File: src/rtl/lector_pkg.sv
// lector_pkg -- shared definitions for the FIFO drain reader.
//   TAMANO_DATOS_DEF : default data word width
//   ANCHO_CONT_DEF   : default per-port word counter width
//   NUM_PUERTOS      : number of drained FIFOs (F4..F7)
//   IDX_BASE         : counter select value that maps to F4
//   estado_t         : reader FSM states
//   onehot_a_idx     : one-hot grant to binary port index
package lector_pkg;

    localparam int TAMANO_DATOS_DEF = 12;
    localparam int ANCHO_CONT_DEF   = 5;
    localparam int NUM_PUERTOS      = 4;
    localparam int IDX_BASE         = 4;

    typedef enum logic {
        IDLE   = 1'b0,
        ACTIVE = 1'b1
    } estado_t;

    function automatic logic [1:0] onehot_a_idx(input logic [NUM_PUERTOS-1:0] oh);
        logic [1:0] v_idx;
        v_idx = 2'd0;
        for (int i = 0; i < NUM_PUERTOS; i++) begin
            if (oh[i]) v_idx = 2'(i);
        end
        return v_idx;
    endfunction

endpackage

File: src/rtl/arbitro_rr4.sv
// arbitro_rr4 -- 4-way combinational round-robin arbiter.
//   i_elig  [3:0] : per-port eligibility
//   i_ptr   [1:0] : highest-priority port this cycle
//   o_grant [3:0] : one-hot grant (all zero when nothing is eligible)
module arbitro_rr4
    import lector_pkg::*;
(
    input  logic [NUM_PUERTOS-1:0] i_elig,
    input  logic [1:0]             i_ptr,
    output logic [NUM_PUERTOS-1:0] o_grant
);

    // Scan the ports starting at i_ptr, wrapping modulo 4; the first
    // eligible one wins.
    always_comb begin
        logic [1:0] v_i;
        logic       v_hit;
        o_grant = '0;
        v_i     = 2'd0;
        v_hit   = 1'b0;
        for (int k = 0; k < NUM_PUERTOS; k++) begin
            v_i = i_ptr + 2'(k);
            if (!v_hit && i_elig[v_i]) begin
                o_grant[v_i] = 1'b1;
                v_hit        = 1'b1;
            end
        end
    end

endmodule

File: src/rtl/lector_fifos.sv
// lector_fifos -- drains output FIFOs F4..F7 into a single sink, one word
// per pop, with round-robin fairness, and optionally keeps per-port
// saturating word counters readable through a req/idx interface.
//
// Optional feature macro: LECTOR_CONTADORES_EN (counters and readback).
// Without it cnt_out/cnt_valid are tied to 0 and no counters exist.
//
// Ports:
//   clk, reset          : clock, synchronous active-high reset
//   init                : leave IDLE / clear counters
//   empty[3:0]          : FIFO empty flags (bit0 = F4)
//   data_out4..7        : FIFO read data, valid the cycle after pop
//   sink_ready          : downstream accepts a word
//   pop[3:0]            : one-hot pop strobe (bit0 = F4)
//   word_valid/out/port : drained word, its source index (0 = F4)
//   req, idx[2:0]       : counter read request, select 4..7
//   cnt_out, cnt_valid  : counter read response, one cycle after req
module lector_fifos
    import lector_pkg::*;
#(
    parameter int TAMANO_DATOS = TAMANO_DATOS_DEF,
    parameter int ANCHO_CONT   = ANCHO_CONT_DEF
) (
    input  logic                    clk,
    input  logic                    reset,
    input  logic                    init,
    input  logic [NUM_PUERTOS-1:0]  empty,
    input  logic [TAMANO_DATOS-1:0] data_out4,
    input  logic [TAMANO_DATOS-1:0] data_out5,
    input  logic [TAMANO_DATOS-1:0] data_out6,
    input  logic [TAMANO_DATOS-1:0] data_out7,
    input  logic                    sink_ready,
    output logic [NUM_PUERTOS-1:0]  pop,
    output logic                    word_valid,
    output logic [TAMANO_DATOS-1:0] word_out,
    output logic [1:0]              word_port,
    input  logic                    req,
    input  logic [2:0]              idx,
    output logic [ANCHO_CONT-1:0]   cnt_out,
    output logic                    cnt_valid
);

    estado_t                 r_estado;
    estado_t                 w_estado_sig;
    logic [NUM_PUERTOS-1:0]  r_pop_prev;
    logic [1:0]              r_ptr;
    logic                    r_wv;
    logic [1:0]              r_wport;
    logic [NUM_PUERTOS-1:0]  w_elig;
    logic [NUM_PUERTOS-1:0]  w_grant;
    logic [1:0]              w_gidx;
    logic [TAMANO_DATOS-1:0] w_word;

    // Only reset returns to IDLE.
    always_comb begin
        w_estado_sig = r_estado;
        if (r_estado == IDLE && init) w_estado_sig = ACTIVE;
    end

    // A port popped last cycle is skipped: its empty flag lags one cycle.
    assign w_elig = (r_estado == ACTIVE && sink_ready) ? (~empty & ~r_pop_prev) : '0;

    arbitro_rr4 u_arb (
        .i_elig  (w_elig),
        .i_ptr   (r_ptr),
        .o_grant (w_grant)
    );

    assign pop    = w_grant;
    assign w_gidx = onehot_a_idx(w_grant);

    always_ff @(posedge clk) begin
        if (reset) begin
            r_estado   <= IDLE;
            r_pop_prev <= '0;
            r_ptr      <= 2'd0;
            r_wv       <= 1'b0;
            r_wport    <= 2'd0;
        end else begin
            r_estado   <= w_estado_sig;
            r_pop_prev <= w_grant;
            r_wv       <= |w_grant;
            if (|w_grant) begin
                r_wport <= w_gidx;
                r_ptr   <= w_gidx + 2'd1;
            end
        end
    end

    // FIFO read data arrives the cycle after the pop, so the word is
    // muxed live from the registered grant index.
    always_comb begin
        w_word = '0;
        if (r_wv) begin
            case (r_wport)
                2'd0:    w_word = data_out4;
                2'd1:    w_word = data_out5;
                2'd2:    w_word = data_out6;
                default: w_word = data_out7;
            endcase
        end
    end

    assign word_valid = r_wv;
    assign word_out   = w_word;
    assign word_port  = r_wport;

`ifdef LECTOR_CONTADORES_EN
    localparam logic [ANCHO_CONT-1:0] CNT_MAX = {ANCHO_CONT{1'b1}};

    logic [ANCHO_CONT-1:0] r_cnt     [NUM_PUERTOS];
    logic [ANCHO_CONT-1:0] w_cnt_sig [NUM_PUERTOS];
    logic [ANCHO_CONT-1:0] r_cnt_out;
    logic                  r_cnt_valid;

    // Clear first, then count: a word landing in the init cycle still
    // shows up in the freshly cleared counter.
    always_comb begin
        for (int i = 0; i < NUM_PUERTOS; i++) begin
            w_cnt_sig[i] = init ? '0 : r_cnt[i];
            if (r_wv && r_wport == 2'(i) && w_cnt_sig[i] != CNT_MAX)
                w_cnt_sig[i] = w_cnt_sig[i] + 1'b1;
        end
    end

    always_ff @(posedge clk) begin
        if (reset) begin
            for (int i = 0; i < NUM_PUERTOS; i++) r_cnt[i] <= '0;
            r_cnt_out   <= '0;
            r_cnt_valid <= 1'b0;
        end else begin
            for (int i = 0; i < NUM_PUERTOS; i++) r_cnt[i] <= w_cnt_sig[i];
            r_cnt_valid <= req;
            // idx 4..7 is exactly idx[2] set; the low bits pick the port.
            r_cnt_out   <= (req && idx[2]) ? r_cnt[idx[1:0]] : '0;
        end
    end

    assign cnt_out   = r_cnt_out;
    assign cnt_valid = r_cnt_valid;
`else
    logic w_unused;
    assign w_unused  = ^{req, idx};
    assign cnt_out   = '0;
    assign cnt_valid = 1'b0;
`endif

endmodule

File: config.mk
export PLATFORM = sky130hd
export DESIGN_NAME = lector_fifos
export DESIGN_NICKNAME = d
export VERILOG_FILES = /design/src/rtl/lector_pkg.sv /design/src/rtl/arbitro_rr4.sv /design/src/rtl/lector_fifos.sv
export SDC_FILE = /design/constraint.sdc
export NUM_CORES = 1
export LEC_CHECK = 0
export BUFFER_PORTS_ARGS = -buffer_cell sky130_fd_sc_hd__buf_4
export CAP_MARGIN = 20
export CELL_PAD_IN_SITES_DETAIL_PLACEMENT = 1
export CELL_PAD_IN_SITES_GLOBAL_PLACEMENT = 1
export CORE_UTILIZATION = 29
export CTS_CLUSTER_SIZE = 16
export DETAILED_ROUTE_END_ITERATION = 12
export PLACE_DENSITY_LB_ADDON = 0.1
export SLEW_MARGIN = 40
export SYNTH_ARGS = -nofsm -noshare
export SYNTH_HDL_FRONTEND = slang
export SYNTH_HIERARCHICAL = 1
export SYNTH_SLANG_ARGS = --single-unit
File: constraint.sdc
create_clock -name clk -period 7.2 [get_ports clk]
set_clock_uncertainty 0.15 [all_clocks]
set_input_delay 1.44 -clock clk [delete_from_list [all_inputs] [get_ports clk]]
set_output_delay 1.44 -clock clk [all_outputs]
set_load 0.03 [all_outputs]
==> out/results.txt <==
status: finished, final reports clean
setup bufs post-CTS: 0
Port Buffers: 74
Sw Pwr: 0.235 mW
CTS buffer count: 3
Int Pwr: 0.264 mW
Clock Tree Buf Depth: 2
Max FO, Critical Path: 10
vias per inst: 5.00
Crit-path slowest cell: mux4_2
Max Cap Viol: 0
layout cells sized above 1: 45.1%
leading cell type in the layout, fill and taps excluded: buf_4
worst endpoint data arrival time: 3.50 ns
total power: 0.499 mW
CP Class: input port to output pin
DRC Markers: 0
Final Hold Fails: 0
Worst-Skew Late Latency: 0.24 ns
Placer Congestion: 0.768
Final TNS setup: 0 ns
commonest cells after routing, fill and taps aside: buf_4 (75), mux2i_1 (24), o22ai_1 (12)
flops & latches, synth: 10
GRT Resource Usage Total: 18.8%
die area: 0.00406 sq mm
Syn Inst Count: 122
Startpoint Class: input port
core area: 0.00366 sq mm
VDD IR-drop max: 0.163 mV
Sink Count: 10
Final Setup Violations: 0
combinational share of power: 67.4%
CP required: 5.61 ns
Final period util: 70.6%
largest net degree at the start of global routing: 27
Via Count: 1,206
hold crit path type: flip-flop to flip-flop
P_leak: 0.783 nW
grt ovf: 0
# rows: 22
H-tree depth: 1
post-route cell area: 0.00169 sq mm
Inst Count DP: 237
# IOs: 85
DP HPWL: 2990 um
DRT Pass-1 Iters: 3
Synth Warn #: 6
post_cts resized: 0
Non-Filler Instances: 241
Synth cell types: 27
P&R area growth vs syn: 52.5%
Least-Margin Pin Slew: 0.583 ns
Root Buffer: clkbuf_8
crit path cell chain: buf_4 > nand2_1 > nor3_1 > mux4_2 > nor4b_4 > nand2_1 > o211ai_1 > buf_4
vias in the first global route: 1,182
PD cells: 296 mW/mm^2
final slew viol count: 0
Starting Density: 30.2%
sequential power share: 18.0%
Seq/Total Area, Yosys: 18.1%
Nets: 260
Chip Width: 63.7 um
First DRT Iteration DRCs: 36
Sw Share: 47.0%
CTS tree: built
Antenna Violating Nets Remaining: 0
mapped cell area: 0.00110 sq mm
first-pass GRT wire length: 5870 um
relative slew slack: 61.0%
total wire length: 3790 um
f_max: 0.197 GHz
Critical Path End Type: output pin
# hold bufs at CTS: 0
RSZ-0062 raised after global routing: no
Period minus WS final: 5.09 ns
syn avg cell area: 9.06 sq um
Avg WL per Cell: 15.7 um
DIE HEIGHT: 63.7 um
final core utilization: 46.0%
antenna violations before repair: 0
placed inst area: 0.00163 sq mm
CTS clk-pin slew, worst paths: 0.05 ns
antenna cells: 0
Clk pwr share: 14.6%
CP peak stage delay: 0.62 ns
[state kept, by name (all words and copies together) (netlist names)]
name and flops:
r_estado 1, r_pop_prev 4, word_valid 1, word_port 2, r_ptr 2
[cells by family after synthesis]
| group | share of synthesized area, % |
|---|---|
| other | 0.339 |
| AND/OR/NAND/NOR | 13.1 |
| buffers and inverters | 12.9 |
| AO/OA/AOI/OAI | 18.1 |
| adder cells (fa/ha/maj) | 6.79 |
| multiplexers | 30.6 |
| flip-flops | 18.1 |
[per-layer routing]
layer / wire (um) / track usage (%)
met3: 217 / 5.07
met5: 0 / 0
met2: 1850 / 31.0
met1: 1620 / 22.4
met4: 93 / 8.81
[power groups by stage]
stage	sequential, mW	combinational [mW]	clock [mW]
after floorplan	0.0977	0.238	0
after global placement	0.0900	0.326	0
after detailed placement	0.0914	0.336	0
after CTS	0.0903	0.337	0.0743
after global routing	0.0928	0.359	0.0786
final	0.0896	0.336	0.0730
[synthesized netlist by cell type (all sizes together)]
cell / n / share of area (%)
nor2b: 3 / 1.7
dfxtp: 10 / 18
o22ai: 12 / 6.8
buf: 12 / 10
inv: 7 / 2.4
nor3: 6 / 2.7
a21o: 6 / 4.5
mux2i: 24 / 22
nor4b: 1 / 2.2
nor2: 9 / 3.1
mux4: 4 / 8.8
a21oi: 4 / 1.8
nand2b: 1 / 0.57
nand2: 7 / 2.4
conb: 1 / 0.34
o21ba: 1 / 0.91
o211ai: 4 / 2.7
ha: 6 / 6.8
nor4: 1 / 0.57
clkbuf: 1 / 0.34
a211oi: 2 / 1.4
[layout make-up]
| class | instances | area [sq um] |
|---|---|---|
| Timing Repair Buffer | 75 | 563 |
| Tap cell | 48 | 60.1 |
| Inverter | 7 | 26.3 |
| Fill cell | 462 | 1980 |
| Clock buffer | 4 | 55.1 |
| Multi-Input combinational cell | 97 | 781 |
| Sequential cell | 10 | 200 |
[stage by stage]
step           hold WS [ns]  worst slack [ns]
2_1_floorplan         0.288              2.48
6_report              0.324              2.11
5_1_grt               0.362              1.94
3_3_place_gp          0.300              2.19
3_5_place_dp          0.319              2.12
4_1_cts               0.333              2.10
[path summary, 6_finish.rpt]
kind,start,end,slack (ns),cells after the start
setup / recovery,sink_ready,pop[1],2.11,8
hold / removal,r_estado,r_estado,0.32,2
setup reg to reg,r_ptr[0],r_ptr[1],4.21,9
hold reg to reg,r_estado,r_estado,0.32,2
[worst max-delay path, delay by kind of cell]
family | cells | cell delay, ns
muxes | 1 | 0.62
AOI/OAI and AO/OA | 1 | 0.28
and+or+nand+nor | 4 | 0.77
buffers and inverters | 2 | 0.37
(Power assumes the default switching activity.)
